File: config.mk
export PLATFORM = sky130hd
export DESIGN_NAME = imem_loader
export DESIGN_NICKNAME = d
export VERILOG_FILES = /design/src/rtl/cpu_pkg.sv /design/src/rtl/loader_cksum.sv /design/src/rtl/imem_loader.sv
export SDC_FILE = /design/constraint.sdc
export NUM_CORES = 1
export LEC_CHECK = 0
export ABC_AREA = 1
export BUFFER_PORTS_ARGS = -buffer_cell sky130_fd_sc_hd__clkbuf_2
export CAP_MARGIN = 30
export CORE_ASPECT_RATIO = 1.2
export CORE_MARGIN = 2
export CORE_UTILIZATION = 55
export CTS_CLUSTER_DIAMETER = 40
export CTS_CLUSTER_SIZE = 8
export DETAILED_ROUTE_END_ITERATION = 8
export GPL_TIMING_DRIVEN = 0
export PLACE_DENSITY = 0.75
export SYNTH_ARGS = -nofsm -noshare
export SYNTH_HDL_FRONTEND = slang
export SYNTH_SLANG_ARGS = --single-unit
export TNS_END_PERCENT = 10
File: constraint.sdc
create_clock -name clk -period 3.06 [get_ports clk]
set_input_delay 0.306 -clock clk [delete_from_list [all_inputs] [get_ports clk]]
set_output_delay 0.306 -clock clk [all_outputs]
set_load 0.02 [all_outputs]
File: src/rtl/cpu_pkg.sv
// Shared CPU-side definitions: loader state encoding and instruction width.
package cpu_pkg;

    localparam int INSTR_W = 16;

    typedef enum logic [2:0] {
        S_IDLE,
        S_LEN_HI,
        S_LEN_LO,
        S_DAT_HI,
        S_DAT_LO,
        S_CHK,
        S_DONE,
        S_ERR
    } ldr_state_t;

endpackage

File: src/rtl/loader_cksum.sv
// 8-bit XOR accumulator for the loader frame checksum; clear wins over enable.
module loader_cksum (
    input  logic       clk,
    input  logic       rst,
    input  logic       clr,
    input  logic       en,
    input  logic [7:0] data,
    output logic [7:0] sum
);

    always_ff @(posedge clk or posedge rst) begin
        if (rst)      sum <= 8'h00;
        else if (clr) sum <= 8'h00;
        else if (en)  sum <= sum ^ data;
    end

endmodule

File: src/rtl/imem_loader.sv
// Framed byte-stream loader: writes 16-bit words into instruction RAM and holds
// the CPU in Halt until a load completes with a matching checksum.
module imem_loader
    import cpu_pkg::*;
#(
    parameter int ADDR_W = 13
) (
    input  logic               clk,
    input  logic               rst,
    input  logic               load_req,
    input  logic [7:0]         rx_data,
    input  logic               rx_valid,
    output logic               rx_ready,
    output logic               imem_we,
    output logic [ADDR_W-1:0]  imem_addr,
    output logic [INSTR_W-1:0] imem_wdata,
    output logic               cpu_hold,
    output logic               busy,
    output logic               done,
    output logic               err
);

    // Largest legal length is exactly the RAM depth, so compare in 17 bits.
    localparam logic [16:0] MAX_LEN = 17'(1) << ADDR_W;

    ldr_state_t        state, state_nxt;
    logic [7:0]        len_hi;
    logic [7:0]        hi_byte;
    logic [15:0]       remaining;
    logic [ADDR_W-1:0] addr;
    logic [7:0]        cksum;
    logic [15:0]       len_full;
    logic              len_big;
    logic              xfer;
    logic              start;
    logic              in_frame;

    assign in_frame = (state == S_LEN_HI) || (state == S_LEN_LO) || (state == S_DAT_HI) ||
                      (state == S_DAT_LO) || (state == S_CHK);
    assign rx_ready = in_frame;
    assign busy     = in_frame;
    assign xfer     = rx_valid & rx_ready;
    assign start    = load_req & ((state == S_IDLE) || (state == S_DONE) || (state == S_ERR));
    assign len_full = {len_hi, rx_data};
    assign len_big  = {1'b0, len_full} > MAX_LEN;

    loader_cksum u_cksum (
        .clk  (clk),
        .rst  (rst),
        .clr  (start),
        .en   (xfer && (state != S_CHK)),
        .data (rx_data),
        .sum  (cksum)
    );

    always_ff @(posedge clk or posedge rst) begin
        if (rst) state <= S_IDLE;
        else     state <= state_nxt;
    end

    always_comb begin
        state_nxt = state;
        case (state)
            S_IDLE, S_DONE, S_ERR: if (start) state_nxt = S_LEN_HI;
            S_LEN_HI: if (xfer) state_nxt = S_LEN_LO;
            S_LEN_LO: if (xfer) begin
                if (len_big)              state_nxt = S_ERR;
                else if (len_full == '0)  state_nxt = S_CHK;
                else                      state_nxt = S_DAT_HI;
            end
            S_DAT_HI: if (xfer) state_nxt = S_DAT_LO;
            S_DAT_LO: if (xfer) state_nxt = (remaining == 16'd1) ? S_CHK : S_DAT_HI;
            S_CHK:    if (xfer) state_nxt = (rx_data == cksum) ? S_DONE : S_ERR;
            default:  state_nxt = S_IDLE;
        endcase
    end

    always_ff @(posedge clk or posedge rst) begin
        if (rst) begin
            imem_we    <= 1'b0;
            imem_addr  <= '0;
            imem_wdata <= '0;
            cpu_hold   <= 1'b0;
            done       <= 1'b0;
            err        <= 1'b0;
            addr       <= '0;
            len_hi     <= '0;
            hi_byte    <= '0;
            remaining  <= '0;
        end else begin
            imem_we <= 1'b0;
            if (start) begin
                cpu_hold <= 1'b1;
                done     <= 1'b0;
                err      <= 1'b0;
                addr     <= '0;
            end
            if (xfer) begin
                case (state)
                    S_LEN_HI: len_hi <= rx_data;
                    S_LEN_LO: begin
                        remaining <= len_full;
                        if (len_big) err <= 1'b1;
                    end
                    S_DAT_HI: hi_byte <= rx_data;
                    S_DAT_LO: begin
                        imem_we    <= 1'b1;
                        imem_addr  <= addr;
                        imem_wdata <= {hi_byte, rx_data};
                        addr       <= addr + 1'b1;
                        remaining  <= remaining - 1'b1;
                    end
                    S_CHK: begin
                        // Hold stays high on a bad image so it never executes.
                        if (rx_data == cksum) begin
                            done     <= 1'b1;
                            cpu_hold <= 1'b0;
                        end else begin
                            err <= 1'b1;
                        end
                    end
                    default: ;
                endcase
            end
        end
    end

endmodule

==> impl_metrics.ini, run 1 <==
[floorplan]
rows = 35
core-area_um2 = 7710
die_h_um = 102
dieArea_um2 = 8740
die_w_um = 85.7
pin_count = 47
initial_core_util_pct = 57.1

[clocking]
htree_levels = 3
cts_root_buffer = clkbuf_8
worstSkewPairLatency_ns = 0.36
cts_tree = built
cts.sinks = 89
cts_buffers = 9
cts_buffer_depth = 2
path_clk_slew_ns = 0.09
ctsResizeCount = 0

[setup_path]
cp-end-kind = output port
required_ns = 2.75
worstSetupStartpointType = flop
arrival_ns = 1.44
crit_type = flop to output port
cp_max_fo = 5

[detailed_routing]
wl_per_cell_um = 14.8
wl_um = 10500
dr_total_vias = 3854
drcViolationCount = 0
first_pass_iters = 5
ant_nets = 0
viasPerCell = 5.44
drtIter0Drc = 179

[grt]
use_met2_pct = 42.4
grt_max_degree = 59
grt_pass1_vias = 3656
antenna_found_initial = 0
use_met3_pct = 4.85
gr-usage-met1_pct = 33.4
grt_use_total_pct = 25.4
grt-busiest-layer = met2
grt_first_pass_wirelength_um = 17400
overflow = 0

[placement]
gp_congestion = 0.915
placed_cells = 694
place_hpwl_um = 7590
io_buffers = 46

[final_layout]
drive_gt1_share_pct = 15.7
seqCellArea_um2 = 2230
diodes = 0
stdcell_count = 709
final_common_cell = nand2_1
final_nets = 629
synthToLayoutAreaGrowth_pct = 14.0
final_cell_mix = 176 x nand2_1, 89 x dfrtp_1, 59 x nor2_1, 59 x o21ai_0, 47 x inv_1
multi_input_area_um2 = 1850
fin_util_pct = 65.1
fillers = 650

[yosys]
synth_compound_area_share_pct = 11.9
synth_cells = 555
synth_fa_ha_area_share_pct = 0.853
synth_fp_nets = 570
syn_area_um2 = 4400
synth.distinct_cells = 35
synthSimpleGateAreaFrac_pct = 27.6
yosysSeqAreaShare_pct = 50.6
synth_top_family_by_area = simple AND/OR/NAND/NOR gates
yosys_register_bits = 89
synth-xor-area-share_pct = 1.79
synth_mux_area_share_pct = 0
ys_warn_count = 0
syn_avg_cell_area_um2 = 7.93

[power_and_ir_drop]
combPwrFrac_pct = 38.9
p_per_area_nw_per_um2 = 955
p_sw_share_pct = 41.3
leakage_nw = 2.55
p_seq_share_pct = 41.1
power_switching_mw = 1.98
peakVddDrop_uv = 575
internal-power_mw = 2.81
power_mw = 4.79
pwr-share-clk_pct = 20.0

[sta]
finalSetupViolCount = 0
period_share_pct = 57.1
period_needed_ns = 1.75
slew_headroom_pct = 65.0
drv_slew = 0
hold_viol = 0
tightest_slew_ns = 0.525
skew_ns = 0.0125
grt_setup_unrepaired = false
fmax_ghz = 0.572

[hold_path]
hp-class = primary input to flop

[outcome]
status = finished clean

[run]
maxCapViolCount = 0
kinds of logic after synthesis:
group           Yosys count
simple gates            289
compound gates           95
flops                    89
buf+inv                  70
xor+xnor                  9
fa+ha+maj                 3
path summary, 6_finish.rpt:
kind / startpoint / end / slack, ns / cells past startpoint
setup reg to reg: remaining[0] / remaining[10] / 1.34 / 9
min in group asynchronous: rst / imem_wdata[11] / 0.50 / 3
setup / recovery: state[2] / rx_ready / 1.31 / 5
hold reg to reg: imem_wdata[12] / imem_wdata[12] / 0.48 / 2
max in group asynchronous: rst / addr[1] / 1.92 / 4
hold / removal: rx_data[0] / len_hi[0] / 0.29 / 3
cell type report:
cell class	instances	share of cell area, %
plain buffers	18	2.47
clock buffers	9	2.47
clock inverters	5	2.12
inverters	52	3.94
multi-input cells	396	37.0
flip-flops and latches	89	44.4
well taps	92	2.29
repair buffers	48	5.34
routing by layer:
| metal | part of all wire (%) | vias to the layer above |
|---|---|---|
| met5 | 0 | - |
| met3 | 5.2 | 21 |
| met2 | 50 | 120 |
| li1 | - | 1885 |
| met4 | 2.0 | 0 |
| met1 | 43 | 1828 |
state kept, by name, summed over array words and instances (netlist names), 3 cells and up:
signal,count
remaining,16
u_cksum.sum,8
hi_byte,8
imem_wdata,16
len_hi,8
state,3
imem_addr,13
addr,13
Yosys cell counts (all sizes together):
cell | count | share of area (%)
a211oi | 1 | 0.17
ha | 3 | 0.85
nand3b | 1 | 0.17
a21oi | 19 | 2.4
nand2 | 181 | 16
o211ai | 2 | 0.34
xnor2 | 8 | 1.6
o21ai | 69 | 8.3
dfrtp | 89 | 51
o31ai | 2 | 0.34
nand4 | 2 | 0.28
clkbuf | 4 | 0.34
inv | 52 | 4.4
nand3 | 29 | 3.4
buf | 14 | 2.5
nor3 | 8 | 0.91
o22ai | 1 | 0.14
xor2 | 1 | 0.20
o2bb2ai | 1 | 0.20
nor2 | 65 | 6.5
or2 | 3 | 0.43
critical path, stage by stage, from the launching register on:
cell and delay, ns:
dfrtp_1 0.47, nand2_1 0.12, inv_1 0.07, a21oi_4 0.14, buf_4 0.13, clkbuf_2 0.15
per-stage QoR:
stage / hold slack (ns) / setup TNS [ns] / setup WS (ns) / instance area [um^2]
floorplan: 0.449 / 0 / 0.447 / 4400
global route: 0.304 / 0 / 1.16 / 5020
finish: 0.289 / 0 / 1.31 / 5020
CTS: 0.295 / 0 / 1.31 / 5020
global placement: 0.454 / -49.74 / -0.562 / 4750
detailed placement: 0.343 / 0 / 1.34 / 4780
timing repair:
item / CTS / global route
setup endpoints to repair: 0 / 0
hold buffers: 1 / 0
hold endpoints to repair: 31 / 0
buffers inserted: 0 / 0
power by group through the flow:
| stage | clock network, mW | logic (mW) | registers (mW) |
|---|---|---|---|
| 2_1_floorplan | 0 | 1.16 | 2.12 |
| 3_3_place_gp | 0 | 1.79 | 1.96 |
| 3_5_place_dp | 0 | 1.86 | 1.98 |
| 4_1_cts | 0.968 | 1.87 | 1.96 |
| 5_1_grt | 1.02 | 2.09 | 2.02 |
| 6_report | 0.960 | 1.86 | 1.97 |
No activity file was read; power rests on OpenSTA's default activity.
==> inputs of run 2 (changes only) <==
--- a/config.mk
+++ b/config.mk
@@ -5,17 +5,17 @@
 export SDC_FILE = /design/constraint.sdc
 export NUM_CORES = 1
 export LEC_CHECK = 0
-export ABC_AREA = 1
+export ABC_AREA = 0
 export BUFFER_PORTS_ARGS = -buffer_cell sky130_fd_sc_hd__clkbuf_2
 export CAP_MARGIN = 30
 export CORE_ASPECT_RATIO = 1.2
 export CORE_MARGIN = 2
-export CORE_UTILIZATION = 55
+export CORE_UTILIZATION = 53
 export CTS_CLUSTER_DIAMETER = 40
 export CTS_CLUSTER_SIZE = 8
 export DETAILED_ROUTE_END_ITERATION = 8
 export GPL_TIMING_DRIVEN = 0
-export PLACE_DENSITY = 0.75
+export PLACE_DENSITY = 0.76
 export SYNTH_ARGS = -nofsm -noshare
 export SYNTH_HDL_FRONTEND = slang
 export SYNTH_SLANG_ARGS = --single-unit
==> constraint.sdc (replaced) <==
create_clock -name clk -period 1.6 [get_ports clk]
set_input_delay 0.16 -clock clk [delete_from_list [all_inputs] [get_ports clk]]
set_output_delay 0.16 -clock clk [all_outputs]
set_load 0.02 [all_outputs]
==> run 2 against run 1 <==
Effect of this change:
- sequential cell count stayed put
- clock skew is 0.0038 ns higher
- critical path type is now flop to flop
- hold slack worse by 0.10 ns
- count of clock-buffer cells in the layout is 1 higher
- the run now ends with negative setup slack left
- utilization is 2.6 points higher
- sequential power is 89% higher
==> impl_metrics.ini, run 2 <==
[outcome]
status = finished, violations left
violations = negative setup slack

[final_layout]
post-route-cell-area_um2 = 5430
fin_util_pct = 67.7
final_nets = 509
stdcell_count = 594
fillers = 570
diodes = 0
largestRegisters = imem_wdata x16, remaining x16
final_cell_mix = 84 x dfrtp_1, 43 x clkbuf_2, 40 x mux2_2
final_common_cell = dfrtp_1
synthToLayoutAreaGrowth_pct = 26.2
drive_gt1_share_pct = 38.5

[setup_path]
crit_path_start = remaining[1]
worstSetupStartpointType = flop
r2r_end = remaining[14]
r2r-start = remaining[1]
required_ns = 1.90
reg2reg_slack_ns = -0.33
cp_max_fo = 5
arrival_ns = 2.23
crit_type = flop to flop
cp-end-kind = flop
rr_worst_depth = 7

[sta]
tns_ns = -6.35
tightest_slew_ns = 0.844
period_needed_ns = 1.93
skew_ns = 0.0163
drv_slew = 0
slew_headroom_pct = 43.6
fmax_ghz = 0.519
finalWorstSetupSlack_ns = -0.327
finalSetupViolCount = 72
grt_setup_unrepaired = true
period_share_pct = 120
hold_viol = 0

[placement]
io_buffers = 39
gp_congestion = 0.894
placed_cell_area_um2 = 4670
place_hpwl_um = 6430
placed_cells = 550

[detailed_routing]
drtIter0Drc = 252
wl_per_cell_um = 17.6
first_pass_iters = 5
dr_total_vias = 3592
wl_um = 10500
viasPerCell = 6.05
ant_nets = 0
drcViolationCount = 0

[floorplan]
core-area_um2 = 8020
die_w_um = 86.3
initial_core_util_pct = 53.7
dieArea_um2 = 8860
rows = 36
die_h_um = 103
pin_count = 47

[yosys]
async_reset_ff_share_pct = 100
synth_top_area_share_pct = 51.7
synth_fp_nets = 429
syn_avg_cell_area_um2 = 10.4
synth.most_common_cell = dfrtp_1
synth_top_cell_by_area = dfrtp_1
synth_edf_count = 0
yosysSeqAreaShare_pct = 51.7
synth_area_leaders = dfrtp_1 52%, mux2_2 12%, o21ai_0 4.0%
syn_area_um2 = 4300
synth_cells = 414
synth_ff_type = dfrtp_1
netlist_top_cells_count = 89 x dfrtp_1, 45 x mux2_2, 37 x nor2_1
ys_warn_count = 0
yosys_register_bits = 89
synth.distinct_cells = 50

[hold_path]
hp-class = primary input to flop
min_to = hi_byte[0]
whs_path_depth = 2
worstHoldStart = rx_data[0]

[power_and_ir_drop]
power_mw = 9.63
p_sw_share_pct = 38.1
power_switching_mw = 3.66
p_seq_share_pct = 38.7
peakVddDrop_uv = 1230
combPwrFrac_pct = 43.0
internal-power_mw = 5.96
pwr-share-clk_pct = 18.3
leakage_nw = 2.44
p_per_area_nw_per_um2 = 1770

[clocking]
cts_buffer_depth = 2
path_clk_slew_ns = 0.09
cts_buffers = 9
cts_root_buffer = clkbuf_8
cts.sinks = 89
worstSkewPairLatency_ns = 0.38
htree_levels = 3
cts_tree = built

[run]
maxCapViolCount = 0

[grt]
grt_first_pass_wirelength_um = 15400
grt_use_total_pct = 22.2
grt_pass1_vias = 3256
antenna_found_initial = 0
overflow = 0
grt_max_degree = 38
==> run 2: worst max-delay path, cell delays in order, from the launching register on <==
cell	delay, ns
dfrtp_1	0.41
inv_2	0.10
ha_4	0.14
or4b_4	0.50
nor3_4	0.31
nand2_2	0.11
a21oi_2	0.13
a2bb2oi_1	0.16
==> run 2: worst max-delay path by stage <==
stage | to | slack (ns)
after floorplan | remaining[14] | -0.28
after global routing | remaining[12] | -0.37
after CTS | remaining[14] | -0.26
after detailed placement | remaining[14] | -0.49
after global placement | u_cksum.sum[2] | -0.45
final | remaining[14] | -0.33
==> run 2: timing repair <==
action,CTS,global route
hold buffers,1,0
resized for setup,36,89
setup buffers,14,17
hold endpoints to repair,35,0
endpoints found under the setup margin,86,86
pin swaps,15,17
==> run 2: through the flow <==
step                      setup slack, ns  hold WS [ns]
after CTS                          -0.255         0.172
after global placement             -0.451         0.469
final                              -0.327         0.185
after global routing               -0.366         0.205
after detailed placement           -0.495         0.360
after floorplan                    -0.285         0.311
==> run 2: final cells by class <==
class / count / area (um^2) / share of cell area (%)
Timing Repair Buffer: 73 / 494 / 9.10
Clock inverter: 6 / 97.6 / 1.80
Tap cell: 95 / 119 / 2.19
Sequential cell: 89 / 2230 / 41.1
Multi-Input combinational cell: 288 / 2130 / 39.1
Clock buffer: 10 / 128 / 2.35
Buffer: 26 / 203 / 3.73
Inverter: 7 / 30.0 / 0.553
==> run 2: power groups by stage <==
stage	combinational (mW)	clock, mW	sequential, mW
after floorplan	2.12	0	3.77
after global placement	3.03	0	3.60
after detailed placement	3.13	0	3.65
after CTS	3.47	1.78	3.66
after global routing	4.46	1.88	3.82
final	4.14	1.76	3.72
==> run 2: cells by family after synthesis <==
group                      count (synthesis)  synth area share (%)
AOI/OAI and AO/OA                         89                  12.3
adders and majority gates                  3                 0.872
muxes                                     48                  12.5
xor gates and xnor gates                  15                  3.05
buffers and inverters                     37                  3.63
and+or+nand+nor                          133                  16.0
DFF                                       89                  51.7
==> run 2: layer usage <==
metal / vias up / global-route usage (%) / wire length, um
met2: 164 / 36.9 / 5360
li1: 1628 / - / -
met1: 1774 / 29.0 / 4340
met4: 0 / 8.65 / 231
met5: - / 0 / 0
met3: 26 / 4.16 / 538
